File: src/rtl/cpu_pkg.sv
// Shared definitions for the 9-bit CPU: opcodes, sequencer states, instruction layout.
package cpu_pkg;

    localparam logic [3:0] OP_AND  = 4'h0;
    localparam logic [3:0] OP_OR   = 4'h1;
    localparam logic [3:0] OP_NOT  = 4'h2;
    localparam logic [3:0] OP_ADD  = 4'h3;
    localparam logic [3:0] OP_MOV  = 4'h4;
    localparam logic [3:0] OP_SLL  = 4'h5;
    localparam logic [3:0] OP_SRL  = 4'h6;
    localparam logic [3:0] OP_SUB  = 4'h7;
    localparam logic [3:0] OP_ADDI = 4'h8;
    localparam logic [3:0] OP_SUBI = 4'h9;
    localparam logic [3:0] OP_MOVI = 4'hA;
    localparam logic [3:0] OP_NOP  = 4'hB;
    localparam logic [3:0] OP_HALT = 4'hF;

    typedef enum logic [2:0] {
        IDLE, FETCH, DECODE, EXECUTE, WRITEBACK, HALT
    } seq_state_t;

    typedef struct packed {
        logic [3:0] opcode;
        logic [2:0] rd;
        logic [2:0] rs;
        logic [5:0] imm6;
    } instr_t;

endpackage

File: src/rtl/instr_decode.sv
// Combinational instruction classifier for the sequencer.
module instr_decode
    import cpu_pkg::*;
#(
    parameter int DATA_W = 9
) (
    input  instr_t             instr,
    output logic               is_imm,
    output logic               writes_rd,
    output logic               is_halt,
    output logic [DATA_W-1:0]  imm
);

    always_comb begin
        is_imm    = (instr.opcode == OP_ADDI) || (instr.opcode == OP_SUBI) ||
                    (instr.opcode == OP_MOVI);
        // r0 and r7 are not writable; undefined opcodes fall out as non-writing
        writes_rd = (instr.opcode <= OP_MOVI) && (instr.rd != 3'd0) && (instr.rd != 3'd7);
        is_halt   = (instr.opcode == OP_HALT);
        imm       = DATA_W'(instr.imm6);
    end

endmodule

File: src/rtl/cpu_sequencer.sv
// Fetch/decode/execute/writeback control unit for the 9-bit CPU.
// Optional CPU_SEQ_PERF_EN adds retired/stall performance counters.
module cpu_sequencer
    import cpu_pkg::*;
#(
    parameter int IMEM_AW = 10,
    parameter int DATA_W  = 9
) (
    input  logic               clock,
    input  logic               reset,
    output logic [IMEM_AW-1:0] imem_addr,
    output logic               imem_req,
    input  logic               imem_valid,
    input  logic [15:0]        imem_data,
    output logic [3:0]         alu_opcode,
    output logic               alu_b_imm,
    output logic [DATA_W-1:0]  imm,
    output logic [2:0]         rd_sel,
    output logic [2:0]         rs_sel,
    output logic               reg_we,
    output logic               halted
`ifdef CPU_SEQ_PERF_EN
    ,
    output logic [15:0]        retired_count,
    output logic [15:0]        stall_count
`endif
);

    seq_state_t         state_q, state_d;
    logic [IMEM_AW-1:0] pc_q, pc_d;
    instr_t             ir_q, ir_d;
    logic [3:0]         op_q, op_d;
    logic               b_imm_q, b_imm_d;
    logic [DATA_W-1:0]  imm_q, imm_d;
    logic [2:0]         rd_q, rd_d, rs_q, rs_d;
    logic               wr_q, wr_d;

    logic               dec_is_imm, dec_writes, dec_halt;
    logic [DATA_W-1:0]  dec_imm;
    logic               capture;

    instr_decode #(.DATA_W(DATA_W)) u_dec (
        .instr     (ir_q),
        .is_imm    (dec_is_imm),
        .writes_rd (dec_writes),
        .is_halt   (dec_halt),
        .imm       (dec_imm)
    );

    assign capture = (state_q == FETCH) && imem_valid;

    always_ff @(posedge clock or posedge reset) begin
        if (reset) state_q <= IDLE;
        else       state_q <= state_d;
    end

    always_comb begin
        state_d = state_q;
        case (state_q)
            IDLE:      state_d = FETCH;
            FETCH:     if (capture) state_d = DECODE;
            DECODE:    state_d = EXECUTE;
            EXECUTE:   state_d = dec_halt ? HALT : WRITEBACK;
            WRITEBACK: state_d = FETCH;
            HALT:      state_d = HALT;
            default:   state_d = IDLE;
        endcase
    end

    always_comb begin
        imem_req = (state_q == FETCH);
        reg_we   = (state_q == WRITEBACK) && wr_q;
        halted   = (state_q == HALT);
    end

    // ALU controls are only reloaded on the DECODE edge, holding through EXECUTE/WRITEBACK
    always_comb begin
        pc_d    = pc_q;
        ir_d    = ir_q;
        op_d    = op_q;
        b_imm_d = b_imm_q;
        imm_d   = imm_q;
        rd_d    = rd_q;
        rs_d    = rs_q;
        wr_d    = wr_q;
        if (capture) begin
            ir_d = instr_t'(imem_data);
            pc_d = pc_q + 1'b1;
        end
        if (state_q == DECODE) begin
            op_d    = ir_q.opcode;
            b_imm_d = dec_is_imm;
            imm_d   = dec_imm;
            rd_d    = ir_q.rd;
            rs_d    = ir_q.rs;
            wr_d    = dec_writes;
        end
    end

    always_ff @(posedge clock or posedge reset) begin
        if (reset) begin
            pc_q    <= '0;
            ir_q    <= '0;
            op_q    <= OP_NOP;
            b_imm_q <= 1'b0;
            imm_q   <= '0;
            rd_q    <= '0;
            rs_q    <= '0;
            wr_q    <= 1'b0;
        end else begin
            pc_q    <= pc_d;
            ir_q    <= ir_d;
            op_q    <= op_d;
            b_imm_q <= b_imm_d;
            imm_q   <= imm_d;
            rd_q    <= rd_d;
            rs_q    <= rs_d;
            wr_q    <= wr_d;
        end
    end

    assign imem_addr  = pc_q;
    assign alu_opcode = op_q;
    assign alu_b_imm  = b_imm_q;
    assign imm        = imm_q;
    assign rd_sel     = rd_q;
    assign rs_sel     = rs_q;

`ifdef CPU_SEQ_PERF_EN
    logic [15:0] retired_q, retired_d, stall_q, stall_d;
    logic        retire;

    assign retire = (state_q == WRITEBACK) || ((state_q == EXECUTE) && dec_halt);

    always_comb begin
        retired_d = retired_q;
        stall_d   = stall_q;
        if (retire && (retired_q != 16'hFFFF))
            retired_d = retired_q + 16'd1;
        if ((state_q == FETCH) && !imem_valid && (stall_q != 16'hFFFF))
            stall_d = stall_q + 16'd1;
    end

    always_ff @(posedge clock or posedge reset) begin
        if (reset) begin
            retired_q <= '0;
            stall_q   <= '0;
        end else begin
            retired_q <= retired_d;
            stall_q   <= stall_d;
        end
    end

    assign retired_count = retired_q;
    assign stall_count   = stall_q;
`endif

endmodule

File: config.mk
export PLATFORM = sky130hd
export DESIGN_NAME = cpu_sequencer
export DESIGN_NICKNAME = d
export VERILOG_FILES = /design/src/rtl/cpu_pkg.sv /design/src/rtl/instr_decode.sv /design/src/rtl/cpu_sequencer.sv
export SDC_FILE = /design/constraint.sdc
export NUM_CORES = 1
export LEC_CHECK = 0
export BUFFER_PORTS_ARGS = -buffer_cell sky130_fd_sc_hd__buf_2
export CAP_MARGIN = 5
export CORE_ASPECT_RATIO = 0.8
export CORE_MARGIN = 2
export CORE_UTILIZATION = 55
export CTS_CLUSTER_DIAMETER = 40
export DETAILED_ROUTE_END_ITERATION = 10
export PLACE_DENSITY = 0.93
export SETUP_SLACK_MARGIN = 0.1
export SYNTH_ARGS = -nofsm -noshare
export SYNTH_HDL_FRONTEND = slang
export SYNTH_SLANG_ARGS = --single-unit
File: constraint.sdc
create_clock -name clock -period 2.3 [get_ports clock]
set_input_delay 0.46 -clock clock [delete_from_list [all_inputs] [get_ports clock]]
set_output_delay 0.46 -clock clock [all_outputs]
set_load 0.03 [all_outputs]
Yosys cells after proc, flatten, opt, wreduce, memory -nomap -nowiden. Index checks and enable logic that the tools add are counted.

Register bits after elaboration: 47. Output and inout port bits: 33. Input bits: 19.

Eq/ne operators: 11. Order comparisons: 1. Multiplexer cells: 3. Reduce and logical (&&, ||, !) cells: 9. Add/sub/neg operators: 1.

Operators with widths (number): $eq A4 B4 Y1 const B (4); $pmux W3 S5 (1); $add A10 B1 Y10 const B (1); $eq A3 B2 Y1 const B (2); $eq A3 B3 Y1 const B (2); $le A4 B4 Y1 const B (1); $logic_and A1 B1 Y1 (4); $eq A3 B1 Y1 const B (1); $logic_not A3 Y1 (1); $mux W3 (1); $ne A3 B3 Y1 const B (1); $reduce_bool A3 Y1 (1); $logic_or A1 B1 Y1 (2); $ne A2 B1 Y1 const B (1); $reduce_or A2 Y1 (1); $mux W1 (1).

Depth between registers and ports, before layout.
Word-level depth: 4. Gate-level depth with buffers: 6. Depth with buffers taken out: 4.

Modules after synthesis. From an unflattened synthesis, not the netlist that was laid out.

Cells, all modules: 148. Area total of the unflattened synthesis: 2109.5 µm².

Modules (own cells, without submodules): cpu_sequencer (sequential area each 1255.0 µm², area an instance 1989.4 µm², instances 1, cells an instance 131); instr_decode (sequential area each 0.0 µm², area an instance 120.1 µm², instances 1, cells an instance 17).

Least setup slack after synthesis. No wires, ideal clock.

Path type: register -> output. From: register state_q[1]. To: output reg_we. Path buffers: 1. Data arrival time: 1.567 ns. Data required time: 1.840 ns. Stages on the path, launching flop included: 3. Slack: 0.273 ns. Cells stage by stage: dfrtp_1 buf_2 nor4b_1.

Word-level cells in the longest chain between the ends: 2.

RTL lines: start: declaration (line cpu_sequencer.sv:29) `seq_state_t state_q, state_d;`; start signal: assignment (line cpu_sequencer.sv:54) `else state_q <= state_d;`; $eq A3 B3 Y1 (line cpu_sequencer.sv:72) `reg_we = (state_q == WRITEBACK) && wr_q;`; $logic_and A1 B1 Y1 (line cpu_sequencer.sv:72); end: declaration (line cpu_sequencer.sv:20) `output logic reg_we,`.

Every way passes these cells.

Worst setup path after layout. Ends and elaborated chain as after synthesis.

==> impl_metrics.tcl <==
set metrics [dict create \
    drive_gt1_share_pct 45.2 \
    vias_per_cell 5.23 \
    antenna_found_initial 0 \
    htree_levels 2 \
    path_max_fanout 8 \
    drv_cap 0 \
    drc 0 \
    cts_buffers 5 \
    initial_core_util_pct 57.0 \
    yosysUniqueCellTypes 32 \
    clock_skew_ns 0.00859 \
    use_met2_pct 28.4 \
    path_clk_slew_ns 0.08 \
    worstHoldPathType "primary input to async pin" \
    core-area_um2 3420 \
    syn_inst 137 \
    synthAdderAreaFrac_pct 0.641 \
    crit_required_ns 1.84 \
    period_minus_slack_ns 1.80 \
    area_delta_synth_final_pct 17.2 \
    hold_viol_final 0 \
    drtAntennaViolNets 0 \
    first_pass_iters 4 \
    route.vias.total 1202 \
    setup_viol_count_final 0 \
    met3_usage_pct 6.54 \
    synth_top_area_share_pct 56.4 \
    yosys.area_share.simple_pct 8.72 \
    r2r_cells 3 \
    clock_sinks 47 \
    power.leakage_nw 1.08 \
    fin_util_pct 66.8 \
    yosys_warnings 0 \
    yosys-top-cells-area "dfrtp_1, mux2_2, mux2_1" \
    crit_slowest_cell "dfrtp_1" \
    die_w_um 70.6 \
    place_hpwl_um 2450 \
    fin_crit_sh_pct 78.2 \
    busiest_layer "met2" \
    grt_pass1_wl_um 5780 \
    grt_max_degree 48 \
    path_cells "nor4b_1 -> buf_2" \
    cp-start-kind "flop" \
    worst_slew_pin_slew_ns 0.558 \
    die_h_um 57.3 \
    rsz0062_at_grt "false" \
    gp_congestion 0.767 \
    path_buf_inv 1 \
    wirelength_um 3470 \
    io_pins 52 \
    timing_worst_setup_path_type "flop to output port" \
    fin_hold_ws_ns 0.295 \
    maxSlewViolCount 0 \
    fmax_mhz 556 \
    place_ws_ns 0.649 \
    combPwrFrac_pct 41.0 \
    peakVddDrop_uv 805 \
    seqPwrFrac_pct 45.2 \
    grt_pass1_vias 1220 \
    ys_ff_latch 47 \
    grt_use_total_pct 18.4 \
    ctsRootBufferMaster "clkbuf_8" \
    fin_tns_setup_ns 0 \
    final_cells 230 \
    muxShareOfSynthArea_pct 18.5 \
    io_buffers 48 \
    synth_top_area_cell "dfrtp_1" \
    seq_area_frac_synth_pct 60.4 \
    reg2reg_slack_ns 0.63 \
    cts.repair.resized 0 \
    synthesis.area_um2 1950 \
    synth_xor_area_share_pct 4.49 \
    dpl.cell_count 222 \
    outcome "completed" \
    clk_latency_ns 0.29 \
    nNetsFinal 207 \
    relSlewSlack_pct 62.8 \
    syn_area_per_cell_um2 14.2 \
    power.density_nw_per_um2 1460 \
    p_int_w 0.00200 \
    cts_buffer_depth 2 \
    postCtsHoldBufs 0 \
    drt_iter0_drc 83 \
    max_stage_delay_ns 0.46 \
    synth_compound_area_share_pct 2.18 \
    end_kind "output port" \
    crit_cells 2 \
    post_cts_buffers 0 \
    wl_per_cell_um 15.1 \
    swShare_pct 40.2 \
    power_switching_w 0.00134 \
    pwr-share-clk_pct 13.9 \
    dieArea_um2 4040 \
    fin_ws_ns 0.501 \
    diodes 0 \
    cp_top_family "flip-flops" \
    worstPathArrival_ns 1.34 \
    row_count 19 \
    overflow 0 \
    grt_use_met1_pct 25.4 \
    cts_tree "done" \
    synth_top_family_by_area "multiplexers" \
]
[final timing paths]
path | start | to
setup / recovery | state_q[1] | reg_we
hold / removal | reset | imem_addr[7]
setup reg to reg | state_q[1] | rs_sel[1]
hold reg to reg | imem_addr[9] | imem_addr[9]
max in group asynchronous | reset | alu_opcode[1]
min in group clock | imem_data[4] | ir_q[4]
[synth_stat cells]
cell type,n
and4_1,2
dfrtp_1,44
nor2b_1,1
o21ai_0,3
mux2_2,24
or3_1,1
and4bb_1,1
and3b_1,1
mux2_1,8
nor3b_1,1
nor4b_1,1
nand3_1,4
inv_1,4
nand4_1,6
xor2_1,2
o21a_1,1
and3_1,1
conb_1,1
xnor2_1,8
or2_1,1
buf_8,1
buf_6,2
nor3b_2,1
buf_4,3
ha_1,1
nand2_1,2
a21oi_1,1
dfstp_2,3
buf_2,4
o22ai_1,1
and2_1,2
o2111ai_1,1
[power groups by stage]
stage                     Clock (W)  Combinational (W)  Sequential (W)
after CTS                  0.000472            0.00139         0.00151
after global routing       0.000505            0.00147         0.00156
after detailed placement          0            0.00138         0.00152
after global placement            0            0.00133         0.00149
after floorplan                   0           0.000716         0.00181
final                      0.000463            0.00137         0.00151
[final cells by class]
class,count,area (µm²)
multi-input combinational,78,684
sequential,47,1180
tap,42,52.6
fill,249,1140
clock buffer,8,80.1
inverter,4,15.0
timing repair buffer,51,275
[metal layers]
metal / vias up / share of wire (%)
met5: - / 0
met4: 0 / 0.63
met3: 4 / 6.4
met2: 45 / 48
met1: 580 / 44
li1: 573 / -
[sequential cells by signal (all words and copies together) (netlist names)]
name and flops:
alu_opcode 4, rs_sel 3, wr_q 1, alu_b_imm 1, imem_addr 10, imm 6, ir_q 16, state_q 3
rd_sel 3
[logic make-up after synthesis]
| family | after synthesis |
|---|---|
| DFF | 47 |
| and+or+nand+nor | 25 |
| adders and majority gates | 1 |
| xor gates and xnor gates | 10 |
| AOI/OAI and AO/OA | 7 |
| buffers and inverters | 14 |
| muxes | 32 |
| other | 1 |
[tightest hold or removal path, cell delays in order]
cell and delay (ns):
buf_2 0.10, inv_2 0.03, buf_4 0.46
[per-stage QoR]
stage	power (W)	instance area, µm²
floorplan	0.00252	1960
global placement	0.00282	2210
detailed placement	0.00290	2210
CTS	0.00337	2290
global route	0.00354	2290
finish	0.00335	2290
[layout by cell type, fill, tap and decap left out]
cell type / instances
nor4b_1: 1
conb_1: 3
a21oi_1: 1
clkbuf_1: 3
buf_12: 1
o21ai_0: 3
or2_1: 1
ha_1: 1
nor2b_1: 1
xor2_1: 2
nand3_1: 4
nor3b_1: 1
inv_1: 3
inv_2: 1
nand2_1: 2
or3_1: 1
o22ai_1: 1
buf_2: 48
dfstp_2: 3
o21a_1: 1
buf_4: 2
nand4_1: 6
clkbuf_8: 5
and2_1: 2
mux2_1: 8
mux2_2: 24
nor3b_2: 1
and4bb_1: 1
o2111ai_1: 1
xnor2_1: 8
dfrtp_1: 44
and4_1: 2
and3_1: 1
and3b_1: 1
(Power assumes the default switching activity.)
